--- src/rtl/arrow_key_decoder.sv ---
// PS/2 scan-code stream to held-level arrow key signals.
// Tracks make/break, E0-extended and E1 pause sequences and aborts stalled sequences.
module arrow_key_decoder #(
    parameter bit          ACCEPT_KEYPAD  = 1'b1,
    parameter int unsigned TIMEOUT_CYCLES = 50000
) (
    input  logic       clk,
    input  logic       reset,
    input  logic [7:0] din,
    input  logic       din_new,
    output logic       leftArrow,
    output logic       rightArrow,
    output logic       upArrow,
    output logic       downArrow,
    output logic       key_event,
    output logic       err_timeout
);

    localparam int unsigned CW = $clog2(TIMEOUT_CYCLES + 1);
    localparam logic [CW-1:0] TLAST = CW'(TIMEOUT_CYCLES - 1);

    typedef enum logic [2:0] {IDLE, EXT, BRK, EXT_BRK, PAUSE} state_t;

    state_t        state, state_nx;
    logic [3:0]    arrows, arrows_nx;   // {left, right, up, down}
    logic [3:0]    mask;
    logic          is_arrow;
    logic [2:0]    pcnt, pcnt_nx;
    logic [CW-1:0] tcnt;
    logic          abort;

    always_comb begin
        case (din)
            8'h6B:   mask = 4'b1000;
            8'h74:   mask = 4'b0100;
            8'h75:   mask = 4'b0010;
            8'h72:   mask = 4'b0001;
            default: mask = 4'b0000;
        endcase
        is_arrow = |mask;
    end

    always_comb begin
        state_nx  = state;
        arrows_nx = arrows;
        pcnt_nx   = pcnt;
        abort     = 1'b0;
        if (din_new) begin
            // Overrun bytes override whatever sequence is in progress
            if (din == 8'h00 || din == 8'hFF) begin
                arrows_nx = '0;
                state_nx  = IDLE;
            end else begin
                case (state)
                    IDLE: begin
                        if (din == 8'hE0) begin
                            state_nx = EXT;
                        end else if (din == 8'hF0) begin
                            state_nx = BRK;
                        end else if (din == 8'hE1) begin
                            state_nx = PAUSE;
                            pcnt_nx  = 3'd7;
                        end else if (din == 8'hAA || din == 8'hFC) begin
                            arrows_nx = '0;
                        end else if (ACCEPT_KEYPAD && is_arrow) begin
                            arrows_nx = arrows | mask;
                        end
                    end
                    EXT: begin
                        if (din == 8'hF0) begin
                            state_nx = EXT_BRK;
                        end else if (din != 8'hE0) begin
                            if (is_arrow) arrows_nx = arrows | mask;
                            state_nx = IDLE;
                        end
                    end
                    BRK: begin
                        if (ACCEPT_KEYPAD && is_arrow) arrows_nx = arrows & ~mask;
                        state_nx = IDLE;
                    end
                    EXT_BRK: begin
                        if (is_arrow) arrows_nx = arrows & ~mask;
                        state_nx = IDLE;
                    end
                    PAUSE: begin
                        pcnt_nx = pcnt - 3'd1;
                        if (pcnt <= 3'd1) state_nx = IDLE;
                    end
                    default: state_nx = IDLE;
                endcase
            end
        end else if (state != IDLE && tcnt == TLAST) begin
            state_nx = IDLE;
            abort    = 1'b1;
        end
    end

    always_ff @(posedge clk or posedge reset) begin
        if (reset) begin
            state       <= IDLE;
            arrows      <= '0;
            pcnt        <= '0;
            tcnt        <= '0;
            key_event   <= 1'b0;
            err_timeout <= 1'b0;
        end else begin
            state       <= state_nx;
            arrows      <= arrows_nx;
            pcnt        <= pcnt_nx;
            key_event   <= |(arrows_nx ^ arrows);
            err_timeout <= abort;
            if (din_new || state == IDLE) begin
                tcnt <= '0;
            end else if (tcnt != '1) begin
                tcnt <= tcnt + 1'b1;
            end
        end
    end

    assign leftArrow  = arrows[3];
    assign rightArrow = arrows[2];
    assign upArrow    = arrows[1];
    assign downArrow  = arrows[0];

endmodule

--- config.mk ---
export PLATFORM = sky130hd
export DESIGN_NAME = arrow_key_decoder
export DESIGN_NICKNAME = d
export VERILOG_FILES = /design/src/rtl/arrow_key_decoder.sv
export SDC_FILE = /design/constraint.sdc
export NUM_CORES = 1
export LEC_CHECK = 0
export BUFFER_PORTS_ARGS = -buffer_cell sky130_fd_sc_hd__buf_2
export CAP_MARGIN = 15
export CORE_MARGIN = 2
export CORE_UTILIZATION = 25
export CTS_BUF_LIST = sky130_fd_sc_hd__clkbuf_8
export DETAILED_ROUTE_END_ITERATION = 16
export GPL_ROUTABILITY_DRIVEN = 0
export GPL_TIMING_DRIVEN = 0
export PLACE_DENSITY = 0.41
export SYNTH_ARGS = -nofsm -noshare
export SYNTH_HDL_FRONTEND = slang
export SYNTH_SLANG_ARGS = --single-unit
--- constraint.sdc ---
create_clock -name clk -period 1.9 [get_ports clk]
set_input_delay 0.285 -clock clk [delete_from_list [all_inputs] [get_ports clk]]
set_output_delay 0.285 -clock clk [all_outputs]
set_load 0.1 [all_outputs]
# [Word level (Yosys, flattened, before mapping)]
# Index checks and enable logic that the tools add are counted.
# W data, S select, Z words.
[op_classes] n_lt_le_gt_ge=1 n_mul=0 n_eq_ne=23 div=0 bitwise_logic=5 reduce_logical=15 add_sub_neg=2 n_mux=30 shifts=0
[op_table] op="$eq A8 B8 Y1 const B" n=6
[op_table] op="$mux W4" n=10
[op_table] op="$mux W3" n=12
[op_table] op="$eq A8 B7 Y1 const B" n=4
[op_table] op="$mux W16" n=2
[op_table] op="$add A16 B1 Y16 const B" n=1
[op_table] op="$eq A16 B16 Y1 const B" n=1
[op_table] op="$ne A16 B16 Y1 const B" n=1
[op_table] op="$pmux W4 S4" n=1
[op_table] op="$pmux W4 S3" n=1
[op_table] op="$pmux W3 S3" n=1
[op_table] op="$logic_not A8 Y1" n=1
[op_table] op="$ne A8 B8 Y1 const B" n=1
[op_table] op="$reduce_or A4 Y1" n=2
[op_table] op="$eq A3 B2 Y1 const B" n=2
[op_table] op="$ne A2 B2 Y1 const B" n=3
[op_table] op="$ne A6 B6 Y1 const B" n=1
[op_table] op="$pmux W3 S2" n=1
[op_table] op="$reduce_and A6 Y1" n=1
[op_table] op="$reduce_bool A2 Y1" n=3
[op_table] op="$ne A5 B5 Y1 const B" n=1
[op_table] op="$and A4 B4 Y4" n=1
[op_table] op="$ne A4 B4 Y1 const B" n=1
[op_table] op="$not A4 Y4" n=1
[op_table] op="14 further kinds" n=17
[totals] output_inout_bits=6 ram_bits=0 inputBits=11 reg_bits=28 latchBits=0 romBits=0 mem_count=0

# [Depth between registers and ports, before layout]
[logic_depth] ltp_word=13 mapped_depth=8

# [Worst setup path before layout]
# Ideal clock, no wire load.
[synth_timing] kind="input to register" from="input din[0]" to="register state[2]" n_path_buf=0 arrival_ns=2.034 stages=6 slack_ns=-0.244 setup_ns=0.110 path_cell_list="or4_4 -> or4_1 -> a2111o_1 -> a21oi_2 -> nand2_1 -> o41ai_1"
[synth_via] elab_chain_cells=6 elab_cells_between_ends=17 classes_between="eq/ne (8); mux (6); reduce/logical (3)"
[synth_rtl] item="start, declared" line_no="9" source="input logic [7:0] din,"
[synth_rtl] item="$eq A8 B8 Y1" line_no="58, 70"
[synth_rtl] item="$mux W3" line_no="58" source="end else if (din == 8'hF0) begin"
[synth_rtl] item="$mux W3" line_no="56" source="if (din == 8'hE0) begin"
[synth_rtl] item="$pmux W3 S3" line_no="54" source="case (state)"
[synth_rtl] item="$mux W3" line_no="50" source="if (din == 8'h00 || din == 8'hFF) begin"
[synth_rtl] item="$mux W3" line_no="48" source="if (din_new) begin"
[synth_rtl] item="end signal, assigned" line_no="107" source="state <= state_nx;"
[synth_rtl] item="end, declared" line_no="24" source="state_t state, state_nx;"
# Parallel ways exist; a longest one is shown, timed or not.
# A chain may end at the register's enable or synchronous reset.

# [Worst setup path in the final report]
[layout_timing] from="input din[1]" to="register state[2]"
# Same word-level chain as after synthesis.

==> flow_summary.ini <==
[outcome]
status = finished, violations left
violations = negative setup slack

[final_layout]
fillers = 697
fin_nets = 238
diodes = 0
fin_util = 0.328
area_growth_syn_to_layout_pct = 28.0
drive_above_1_share = 0.260

[setup_path]
critPathBufInv = 1
cp.required_ns = 2.08
worstPathCellList = buf_2, or4_4, or4_4, a2111o_1, a21oi_2, nand2_1, o41ai_2
cp_common_cell = or4_4
critPathKind = input pin to flip-flop
cp.arrival_ns = 2.11
reg2reg_slack_ns = -0.01
crit_start = din[1]
r2r-end = state[2]$_DFFE_PP0P_
reg2reg_from = state[2]$_DFFE_PP0P_
slowest_delay_ns = 0.54
cp_max_fo = 8
crit_path_top_delay_cell = or4_4
end_kind = flip-flop
ff2ff_path_depth = 6
start_kind = input pin
cpLargestDelayFamily = simple AND/OR/NAND/NOR gates

[clocking]
clk_pin_slew_ns = 0.11
ctsHtreeMaxLevel = 1
cts_tree = built
worst_skew_pair.late_latency_ns = 0.28
numCtsBuffers = 3
clock-root-buffer = clkbuf_8
cts_sinks = 28
holdBufCountCts = 0
cts_buffer_depth = 2

[floorplanning]
dieArea_mm2 = 0.00757
dieWidth_um = 87.0
rows = 30
die_h_um = 87.0
start_util = 0.256
core_mm2 = 0.00672
io_pins = 17

[drt]
final_antenna_net_count = 0
route.detailed.drc = 0
vias_per_cell = 5.02
drt_first_pass_iters = 4
wl_um = 4230
via_count = 1521
first_iter_violations = 45
post_drt_wl_per_cell_um = 14.0

[timing]
clock_skew_ns = 0.0109
finalWorstSetupSlack_ns = -0.0246
finalCritPeriodShare = 1.01
slew_headroom = 0.608
drv_slew = 0
worst_slew_pin_slew_ns = 0.583
finalSetupViolCount = 2
max_freq_ghz = 0.520
finalCriticalPeriod_ns = 1.92
rsz0062_at_grt = yes
hold_viol_final = 0

[synthesis]
synth_area_per_cell_um2 = 8.87
yosysUniqueCellTypes = 51
syn_nets = 208
yosysWarnings = 0
synth-seq-area-share = 0.407
async_flop_share = 1.00
ys_seq_elements = 28
synth_ff_type = dfrtp_1
synth_cells = 194
synth_edf_count = 0
syn-cell-area_mm2 = 0.00172

[global_routing]
grt_pass1_vias = 1473
grt_max_degree = 20
grt-ovfl-total = 0
antenna_found_initial = 0
grt_util_all_layers = 0.118
grt_first_pass_wirelength_um = 7150

[pwr]
ir_worst_vdd_mv = 0.412
p_per_area_mw_per_mm2 = 616
power.leakage_nw = 0.890

[run]
cap_viol_max_count = 0

[min_path]
min_path_type = input pin to asynchronous set/reset pin

[placed_design]
dp_slack_ns = -0.362
dpl.hpwl_um = 3010
port_buffers = 15
through the flow:
| stage | power, W | instance area, um2 | hold slack (ns) | cells | setup TNS [ns] |
|---|---|---|---|---|---|
| detailed placement | 0.000867 | 1930 | 0.340 | 290 | -4.80 |
| finish | 0.00136 | 2200 | 0.00784 | 303 | -0.0268 |
| floorplan | 0.000806 | 1730 | 0.350 | 194 | -0.162 |
| global route | 0.00142 | 2200 | 0.0391 | 303 | -0.422 |
| global placement | 0.000862 | 1910 | 0.543 | 289 | -5.28 |
| CTS | 0.00137 | 2090 | 0.0249 | 296 | -0.0489 |
registers in the layout, indices dropped and copies added, names as in the netlist:
register	flops
err_timeout	1
arrows	4
state	3
key_event	1
tcnt	16
pcnt	3
where the power goes:
group / switching [W] / total (W) / internal [W]
Clock: 0.000207 / 0.000489 / 0.000283
Combinational: 0.000158 / 0.000232 / 0.0000739
Sequential: 0.0000193 / 0.000636 / 0.000617
cell type report:
cell class / instances / area, um2 / area share
Clock inverter: 1 / 30.0 / 0.0136
Inverter: 10 / 37.5 / 0.0170
Multi-Input combinational cell: 151 / 1090 / 0.493
Tap cell: 80 / 100 / 0.0454
Buffer: 4 / 17.5 / 0.00795
Timing Repair Buffer: 26 / 188 / 0.0852
Clock buffer: 3 / 41.3 / 0.0187
Sequential cell: 28 / 702 / 0.319
kinds of logic (layout without fill, tap and decap cells):
family | after synthesis | count (layout) | synth area share
adders and majority gates | 3 | 3 | 0.0218
DFF | 28 | 28 | 0.407
buffers and inverters | 15 | 44 | 0.0327
and+or+nand+nor | 99 | 99 | 0.309
AOI/OAI and AO/OA | 35 | 35 | 0.157
xor gates and xnor gates | 13 | 13 | 0.0661
muxes | 1 | 1 | 0.00654
placed cells by master (no fill, tap or decap), drive strengths merged, types with 2 or more instances in the layout:
master   synthesis  layout
nor4             5       5
xor2            10      10
o211ai           2       2
a2bb2oi          2       2
a31oi            2       2
nor2            21      21
or4bb            2       2
a21oi            7       7
nor3b            2       2
a22o             2       2
nand2b           4       4
nand3           14      14
dfrtp           28      28
o21ai            5       5
clkbuf           5       7
ha               3       3
nor3             7       7
buf              0      26
or2              3       3
nor2b            2       2
or3              2       2
xnor2            3       3
nand4            6       6
inv             10      10
nand2           20      20
or4              4       4
metal layers:
layer | global-route usage | vias to the layer above | wire length (um)
li1 | - | 768 | -
met1 | 0.176 | 732 | 2240
met2 | 0.175 | 17 | 1840
met3 | 0.0142 | 4 | 96
met4 | 0.0384 | 0 | 48
met5 | 0 | - | 0
worst max-delay path by stage:
stage	end	slack (ns)	cells after the start
after floorplan	state[2]$_DFFE_PP0P_	-0.07	6
after global placement	arrows[0]$_DFF_PP0_	-0.35	7
final	state[2]$_DFFE_PP0P_	-0.02	7
after CTS	state[2]$_DFFE_PP0P_	-0.02	6
after global routing	state[2]$_DFFE_PP0P_	-0.12	6
after detailed placement	state[2]$_DFFE_PP0P_	-0.36	7
cell usage after synthesis (2+ instances only):
cell	n	share of area
dfrtp_1	28	0.41
nand2_1	20	0.044
nor3b_1	2	0.0087
or4_1	3	0.013
xor2_1	10	0.051
clkbuf_1	5	0.011
a31oi_1	2	0.0073
or3_1	2	0.0073
nand2b_1	4	0.015
inv_1	10	0.022
nor2b_1	2	0.0073
ha_1	3	0.022
a22o_1	2	0.010
or2_2	3	0.011
xnor2_1	3	0.015
nand4_1	6	0.022
nor4_1	5	0.018
a2bb2oi_1	2	0.010
or4bb_1	2	0.013
a21oi_1	6	0.017
nor3_1	7	0.020
nor2_1	21	0.046
nand3_1	14	0.041
o211ai_1	2	0.0087
o21ai_0	4	0.012
repair_timing:
| item | in CTS | in global routing |
|---|---|---|
| pin swaps | 1 | 10 |
| setup buffers | 2 | 9 |
| setup endpoints to repair | 16 | 20 |
| gates resized for setup | 13 | 17 |
| endpoints found under the hold margin | 0 | 0 |
Power figures use the tool's default switching activity.
